## src/rtl/execute_stage.sv

```systemverilog
// Execute-stage operand forwarding plus an iterative 32-cycle multiply/divide
// unit that owns the architectural HI/LO registers and stalls the front end.
module execute_stage #(
    parameter int MD_CYCLES = 32
) (
    input  logic        Clk,
    input  logic        Rst,
    input  logic [1:0]  ForwardA,
    input  logic [1:0]  ForwardB,
    input  logic [31:0] ReadData1_Ex,
    input  logic [31:0] ReadData2_Ex,
    input  logic [31:0] Imm_Ex,
    input  logic        ALUSrc,
    input  logic [31:0] ALUResult_Mem,
    input  logic [31:0] WriteData_Wb,
    input  logic [2:0]  MulDivOp,
    input  logic        Start,
    input  logic        Flush,
    output logic [31:0] OperandA,
    output logic [31:0] OperandB,
    output logic [31:0] StoreData,
    output logic        Stall,
    output logic [31:0] Hi,
    output logic [31:0] Lo
);

    localparam logic [2:0] OP_MULT  = 3'b001;
    localparam logic [2:0] OP_MULTU = 3'b010;
    localparam logic [2:0] OP_DIV   = 3'b011;
    localparam logic [2:0] OP_DIVU  = 3'b100;
    localparam logic [2:0] OP_MTHI  = 3'b101;
    localparam logic [2:0] OP_MTLO  = 3'b110;
    localparam logic [4:0] LAST_ITER = 5'(MD_CYCLES - 1);

    typedef enum logic [1:0] {
        S_IDLE,
        S_BUSY,
        S_DONE
    } state_t;

    state_t      r_state;
    logic [4:0]  r_cnt;
    logic [31:0] r_hi;
    logic [31:0] r_lo;
    logic [31:0] r_op_a;
    logic [32:0] r_acc;
    logic [31:0] r_wlo;
    logic [32:0] r_mcand;
    logic        r_is_div;
    logic        r_neg_hi;
    logic        r_neg_lo;
    logic        r_div0;

    logic [31:0] w_fwd_a;
    logic [31:0] w_fwd_b;
    logic        w_is_md;
    logic        w_md_start;
    logic        w_mt_wr;
    logic        w_signed;
    logic        w_neg_a;
    logic        w_neg_b;
    logic [31:0] w_mag_a;
    logic [31:0] w_mag_b;

    // Forward muxes: 11 falls through to the register-file value like 00.
    always_comb begin
        w_fwd_a = ReadData1_Ex;
        unique case (ForwardA)
            2'b10:   w_fwd_a = ALUResult_Mem;
            2'b01:   w_fwd_a = WriteData_Wb;
            default: w_fwd_a = ReadData1_Ex;
        endcase
    end

    always_comb begin
        w_fwd_b = ReadData2_Ex;
        unique case (ForwardB)
            2'b10:   w_fwd_b = ALUResult_Mem;
            2'b01:   w_fwd_b = WriteData_Wb;
            default: w_fwd_b = ReadData2_Ex;
        endcase
    end

    assign OperandA  = w_fwd_a;
    assign OperandB  = ALUSrc ? Imm_Ex : w_fwd_b;
    assign StoreData = w_fwd_b;

    assign w_is_md    = (MulDivOp >= OP_MULT) && (MulDivOp <= OP_DIVU);
    assign w_md_start = (r_state == S_IDLE) && Start && w_is_md && !Flush;
    assign w_mt_wr    = (r_state == S_IDLE) && Start && !Flush &&
                        ((MulDivOp == OP_MTHI) || (MulDivOp == OP_MTLO));
    assign Stall      = w_md_start || (r_state == S_BUSY);
    assign Hi         = r_hi;
    assign Lo         = r_lo;

    // Signed ops run on magnitudes; |0x80000000| still fits in 32 bits unsigned.
    assign w_signed = (MulDivOp == OP_MULT) || (MulDivOp == OP_DIV);
    assign w_neg_a  = w_signed && w_fwd_a[31];
    assign w_neg_b  = w_signed && w_fwd_b[31];
    assign w_mag_a  = w_neg_a ? (32'd0 - w_fwd_a) : w_fwd_a;
    assign w_mag_b  = w_neg_b ? (32'd0 - w_fwd_b) : w_fwd_b;

    logic [32:0] w_sum;
    logic [32:0] w_madd;
    logic [33:0] w_shift;
    logic [34:0] w_diff;
    logic        w_ge;
    logic [32:0] w_acc_n;
    logic [31:0] w_wlo_n;
    logic        w_unused_diff;

    // Multiply: {acc, wlo} holds partial product and remaining multiplier bits.
    assign w_sum  = r_acc + r_mcand;
    assign w_madd = r_wlo[0] ? w_sum : r_acc;

    // Divide: {acc, wlo} holds partial remainder and quotient shifting in at the bottom.
    assign w_shift       = {r_acc, r_wlo[31]};
    assign w_diff        = {1'b0, w_shift} - {2'b00, r_mcand};
    assign w_ge          = !w_diff[34];
    assign w_unused_diff = w_diff[33];

    always_comb begin
        w_acc_n = {1'b0, w_madd[32:1]};
        w_wlo_n = {w_madd[0], r_wlo[31:1]};
        if (r_is_div) begin
            w_acc_n = w_ge ? w_diff[32:0] : w_shift[32:0];
            w_wlo_n = {r_wlo[30:0], w_ge};
        end
    end

    logic [63:0] w_prod;
    logic [63:0] w_prod_neg;
    logic [31:0] w_res_hi;
    logic [31:0] w_res_lo;

    assign w_prod     = {w_acc_n[31:0], w_wlo_n};
    assign w_prod_neg = 64'd0 - w_prod;

    // Final sign fix-up applied to the result of the last iteration.
    always_comb begin
        {w_res_hi, w_res_lo} = r_neg_hi ? w_prod_neg : w_prod;
        if (r_is_div) begin
            if (r_div0) begin
                w_res_lo = 32'hFFFF_FFFF;
                w_res_hi = r_op_a;
            end else begin
                w_res_lo = r_neg_lo ? (32'd0 - w_wlo_n) : w_wlo_n;
                w_res_hi = r_neg_hi ? (32'd0 - w_acc_n[31:0]) : w_acc_n[31:0];
            end
        end
    end

    always_ff @(posedge Clk) begin
        if (Rst) begin
            r_state  <= S_IDLE;
            r_cnt    <= '0;
            r_hi     <= '0;
            r_lo     <= '0;
            r_op_a   <= '0;
            r_acc    <= '0;
            r_wlo    <= '0;
            r_mcand  <= '0;
            r_is_div <= 1'b0;
            r_neg_hi <= 1'b0;
            r_neg_lo <= 1'b0;
            r_div0   <= 1'b0;
        end else begin
            unique case (r_state)
                S_IDLE: begin
                    if (w_md_start) begin
                        // Capture now: forward sources move on while the front end stalls.
                        r_state  <= S_BUSY;
                        r_cnt    <= '0;
                        r_op_a   <= w_fwd_a;
                        r_acc    <= '0;
                        r_wlo    <= w_mag_a;
                        r_mcand  <= {1'b0, w_mag_b};
                        r_is_div <= (MulDivOp == OP_DIV) || (MulDivOp == OP_DIVU);
                        r_neg_hi <= ((MulDivOp == OP_MULT) && (w_neg_a ^ w_neg_b)) ||
                                    ((MulDivOp == OP_DIV) && w_neg_a);
                        r_neg_lo <= w_neg_a ^ w_neg_b;
                        r_div0   <= (w_fwd_b == 32'd0);
                    end else if (w_mt_wr) begin
                        if (MulDivOp == OP_MTHI) r_hi <= w_fwd_a;
                        else                     r_lo <= w_fwd_a;
                    end
                end
                S_BUSY: begin
                    if (Flush) begin
                        r_state <= S_IDLE;
                    end else begin
                        r_acc <= w_acc_n;
                        r_wlo <= w_wlo_n;
                        r_cnt <= r_cnt + 5'd1;
                        if (r_cnt == LAST_ITER) begin
                            r_state <= S_DONE;
                            r_hi    <= w_res_hi;
                            r_lo    <= w_res_lo;
                        end
                    end
                end
                S_DONE:  r_state <= S_IDLE;
                default: r_state <= S_IDLE;
            endcase
        end
    end

endmodule

```

## config.mk

```make
export PLATFORM = sky130hd
export DESIGN_NAME = execute_stage
export DESIGN_NICKNAME = d
export VERILOG_FILES = /design/src/rtl/execute_stage.sv
export SDC_FILE = /design/constraint.sdc
export NUM_CORES = 1
export LEC_CHECK = 0
export ABC_AREA = 1
export CAP_MARGIN = 20
export CORE_ASPECT_RATIO = 2
export CORE_UTILIZATION = 49
export CTS_BUF_LIST = sky130_fd_sc_hd__clkbuf_8
export CTS_CLUSTER_SIZE = 28
export DETAILED_ROUTE_END_ITERATION = 16
export GPL_TIMING_DRIVEN = 0
export PLACE_DENSITY = 0.83
export SYNTH_ARGS = -nofsm -noshare
export SYNTH_HDL_FRONTEND = slang
export SYNTH_SLANG_ARGS = --single-unit
```

## constraint.sdc

```tcl
create_clock -name Clk -period 3.5 [get_ports Clk]
set_clock_uncertainty 0.1 [all_clocks]
set_input_delay 0.875 -clock Clk [delete_from_list [all_inputs] [get_ports Clk]]
set_output_delay 0.875 -clock Clk [all_outputs]
set_load 0.01 [all_outputs]
```

==> results of run 1 <==
==> cell usage after synthesis, drive strengths merged <==
master / count
nor2: 386
xor2: 71
a21o: 1
o2111ai: 1
nor3: 44
a221o: 39
a41oi: 3
mux2: 2
fa: 2
a31o: 1
o22ai: 48
a21oi: 255
a21boi: 2
clkbuf: 137
nand4: 69
o211ai: 67
ha: 74
or2: 5
o221ai: 10
o21a: 2
o311ai: 1
a221oi: 4
a211oi: 4
dfxtp: 204
nand3b: 8
o32ai: 1
clkdlybuf4s50: 1
dlygate4sd1: 1
a31oi: 49
buf: 45
and2: 3
nor4: 6
o21bai: 7
inv: 578
o31ai: 3
clkinv: 3
nand3: 251
a311oi: 4
xnor2: 8
nand2: 1088
a22oi: 9
o21ai: 305
==> kinds of logic after synthesis <==
| family | share of synthesized area |
|---|---|
| flops | 0.1860 |
| xor+xnor | 0.03152 |
| simple gates | 0.3731 |
| mux | 0.001026 |
| buf+inv | 0.1466 |
| fa+ha+maj | 0.04400 |
| compound gates | 0.2178 |
==> through the flow <==
| stage | hold WS [ns] | std cells | TNS [ns] |
|---|---|---|---|
| 2_1_floorplan | 0.3297 | 3802 | -0.04276 |
| 3_3_place_gp | 0.3579 | 4687 | -225.51 |
| 3_5_place_dp | 0.3597 | 4698 | -219.68 |
| 4_1_cts | 0.3705 | 4908 | -10.60 |
==> per-layer routing <==
layer / GRT usage / GRT overflow
met1: 0.7664 / 15
met2: 0.9953 / 735
met3: 0.6032 / 28
met4: 0.7869 / 288
met5: 0.1711 / 4
==> timing repair <==
| item | 4_1_cts |
|---|---|
| setup endpoints to repair | 219 |
| resized for setup | 689 |
| cloned | 4 |
| pin swaps | 99 |
| hold buffers | 0 |
| hold endpoints to repair | 0 |
| buffers inserted | 161 |
==> flow_summary.json, run 1 <==
{
  "outcome": "aborted with a tool error",
  "lastStage": "5_1_grt",
  "error": "[ERROR GRT-0116] Global routing finished with congestion. Check the congestion regions in the DRC Viewer.",
  "grt_start_max_net_pins": 11,
  "grt-ovfl-total": 1070,
  "synth-seq-cells": 204,
  "seq_area_frac_synth": 0.1860,
  "clockBufferDepth": 3,
  "h-tree-depth": 2,
  "syn-num-nets": 4050,
  "grt_pass1_wl_mm": 270.5,
  "grt_usage": 0.7849,
  "grt_pass1_vias": 35370,
  "ys_types": 68,
  "yosysWarnings": 0,
  "place_hpwl_mm": 110.1,
  "ioPinCount": 333,
  "globalplace.congestion": 1.189,
  "syn_area_um2": 21950,
  "start_util": 0.4969,
  "yosysTopAreaCellShare": 0.1860,
  "pre_cts_ws_ns": -1.906,
  "dieHeight_um": 301.4,
  "synth.avg_cell_area_um2": 5.775,
  "syn_inst": 3802,
  "cts_made_buffers": 35,
  "synthTopCellsByArea": "dfxtp_1 19%, nand2_1 18%, inv_1 9.6%, o21ai_0 5.9%, nor2_1 5.9%",
  "synth_top_area_cell": "dfxtp_1",
  "die_w_um": 151.7,
  "placed_area_um2": 26430,
  "clockRootBuffer": "clkbuf_8",
  "port_buffers": 330,
  "rows": 109,
  "numClockSinks": 204
}
==> run 2, diff against run 1 <==
CORE_ASPECT_RATIO = unset   (was 2)
CORE_UTILIZATION = 34   (was 49)
CTS_BUF_LIST = unset   (was sky130_fd_sc_hd__clkbuf_8)
CTS_CLUSTER_SIZE = unset   (was 28)
PLACE_DENSITY = unset   (was 0.83)
PLACE_DENSITY_LB_ADDON = 0.15   (was unset)
clock period = 4.55 ns   (was 3.5 ns; I/O delays follow)
==> run 2 against run 1 <==
  * The run now ends clean
  * Synthesized area did not move
  * Synthesized cell count is the same
==> flow_summary.json, run 2 <==
{
  "outcome": "completed",
  "grt-ovfl-total": 0,
  "synth-seq-cells": 204,
  "cts_tree": "yes",
  "clkTransAtPathRegs_ns": 0.06,
  "largest-register": "r_acc",
  "start_kind": "input port",
  "placed_area_um2": 26430,
  "synth_top_family_by_area": "simple AND/OR/NAND/NOR gates",
  "syn_area_um2": 21950,
  "synth-compound-area-share": 0.2178,
  "ys_types": 68,
  "synth.most_common_cell": "nand2_1",
  "grt_start_max_net_pins": 14,
  "worstSetupEndpointType": "primary output",
  "setup.worst_path.class": "in2out",
  "ant_nets": 0,
  "worstPathCellList": "clkdlybuf4s50_1 > ha_2 > inv_1 > buf_2 > o22ai_2 > nand2_1 > o21ai_2 > mux2_2 > clkdlybuf4s50_1",
  "critPathArrivalTime_ns": 3.30,
  "synthSimpleGateAreaFrac": 0.3731,
  "max-slew-margin-rel": 0.1831,
  "drtIter0Drc": 3230,
  "required_ns": 3.31,
  "ys_top_cells_by_count": "1,057 x nand2_1, 562 x inv_1, 348 x nor2_1, 261 x o21ai_0, 247 x a21oi_1",
  "routed_via_density": 5.618,
  "place_hpwl_mm": 107.9,
  "hold_viol": 0,
  "synth_top_area_cell": "dfxtp_1",
  "grt_pass1_vias": 26480,
  "drtPass1Iterations": 9,
  "hp-start": "Hi[15]$_SDFFE_PP0P_",
  "syn_to_final_growth_pct": 32.11,
  "vias": 28630,
  "dieHeight_um": 256.1,
  "worst_pin_slew_ns": 1.225,
  "path_max_fanout": 10,
  "leakage_nw": 13.64,
  "rows": 92,
  "h-tree-depth": 1,
  "slowest_stage": "clkdlybuf4s50_1",
  "numClockSinks": 204,
  "max_stage_delay_ns": 0.52,
  "die-area_um2": 65590,
  "fin_crit_ns": 4.541,
  "layout-drive-gt1-share": 0.1332,
  "r2r_end": "Hi[4]$_SDFFE_PP0P_",
  "ff2ff_path_depth": 29,
  "die_w_um": 256.1,
  "synth.area.mux_share": 0.001026,
  "cts_made_buffers": 26,
  "clockRootBuffer": "clkbuf_16",
  "final_cell_mix": "1,029 x nand2_1, 541 x inv_1, 342 x nor2_1",
  "final_common_cell": "nand2_1",
  "crit_end": "OperandB[2]",
  "timing.fmax_mhz": 220.2,
  "r2r_start": "r_acc[18]$_SDFFE_PP0P_",
  "wl_mm": 131.9,
  "seq_area_frac_synth": 0.1860,
  "core_area_um2": 63430,
  "start_util": 0.3461,
  "fin_hold_ws_ns": 0.3658,
  "route.detailed.drc": 0,
  "antenna_found_initial": 4,
  "synth_xor_area_frac": 0.03152,
  "seq_area_um2": 4243,
  "synthTopCellsByArea": "dfxtp_1 19%, nand2_1 18%, inv_1 9.6%, o21ai_0 5.9%, nor2_1 5.9%",
  "cap_viol_max_count": 0,
  "nets": 4476,
  "pre_cts_ws_ns": -1.601,
  "slew_violations": 0,
  "hold_buffers": 0,
  "ir_worst_vdd_uv": 274.6,
  "setup_violations": 0,
  "synth_fa_ha_area_frac": 0.04400,
  "globalplace.congestion": 1.069,
  "clkLatencyLatePin_ns": 0.57,
  "multi_input_area_um2": 15560,
  "startpoint": "ForwardB[0]",
  "fin_crit_sh": 0.9980,
  "ff2ff_setup_slack_ns": 0.10,
  "yosysWarnings": 0,
  "grt_usage": 0.3851,
  "powerDensity_nw_per_um2": 266.7,
  "grt_pass1_wl_mm": 185.0,
  "postLayoutCoreUtil": 0.4573,
  "crit_top_cell": "clkdlybuf4s50_1",
  "syn-num-nets": 4050,
  "synth.avg_cell_area_um2": 5.775,
  "syn_inst": 3802,
  "largest_reg_flops": 33,
  "n_fill_cell": 6941,
  "port_buffers": 330,
  "finalInstanceArea_um2": 29010,
  "wl_per_cell_um": 25.88,
  "rsz0062_at_grt": "true",
  "yosysTopAreaCellShare": 0.1860,
  "min_path_type": "reg2reg",
  "clockBufferDepth": 3,
  "synth-edff-count": 0,
  "ioPinCount": 333,
  "async_flop_share": 0,
  "setup_ws_ns": 0.008900,
  "synth_flop_cell": "dfxtp_1"
}
run 2: cell counts after synthesis:
Identical to the previous run, type by type.
run 2: cells by family after synthesis:
group           after synthesis
fa+ha+maj                    76
compound gates              816
simple gates               1860
xor+xnor                     79
flops                       204
buf+inv                     765
mux                           2
run 2: layer usage:
layer | routed length (um) | GRT usage
met1 | 54110 | 0.4936
met2 | 56900 | 0.6001
met3 | 12670 | 0.08081
met4 | 8143 | 0.2091
met5 | 95 | 0.007310
run 2: layout make-up:
class,count,share of cell area
multi-input cells,2833,0.5365
flip-flops and latches,204,0.1463
repair buffers,398,0.1315
inverters,581,0.07627
plain buffers,184,0.04180
well taps,846,0.03649
clock buffers,38,0.02748
clock inverters,10,0.003408
diodes,3,0.0002588
run 2: worst min-delay path by stage:
stage                              endpoint  slack (ns)  cells after the start
floorplan           r_op_a[30]$_SDFFE_PP0P_        0.33                      2
global placement        Hi[15]$_SDFFE_PP0P_        0.36                      2
detailed placement       Hi[5]$_SDFFE_PP0P_        0.36                      2
CTS                     Hi[15]$_SDFFE_PP0P_        0.37                      2
global route             Hi[5]$_SDFFE_PP0P_        0.39                      2
finish                  Hi[15]$_SDFFE_PP0P_        0.37                      2
run 2: stage by stage:
stage	total power, mW	std cells	TNS (ns)
6_report	7.735	5097	0
5_1_grt	7.997	5094	-0.2361
3_3_place_gp	5.213	4978	-154.85
3_5_place_dp	5.220	4994	-99.52
2_1_floorplan	3.773	3802	0
4_1_cts	7.538	5068	-0.3853
run 2: critical path: cells and delay by family:
kind | cells | cell delay (ns)
buffers and inverters | 4 | 1.26
and+or+nand+nor | 1 | 0.09
muxes | 1 | 0.23
adders and majority gates | 1 | 0.21
AOI/OAI and AO/OA | 2 | 0.37
run 2: power breakdown:
part	total, mW	switching [mW]	internal [mW]	leakage [nW]
sequential	1.95	0.0883	1.86	1.70
clock	2.20	0.922	1.28	0.437
combinational	3.59	2.39	1.20	11.5
run 2: timing repair:
action | CTS | global route
pin swaps | 28 | 30
gates resized for setup | 388 | 107
cloned | 0 | 1
buffers inserted | 26 | 25
endpoints found under the setup margin | 148 | 94
Power figures use the tool's default switching activity.
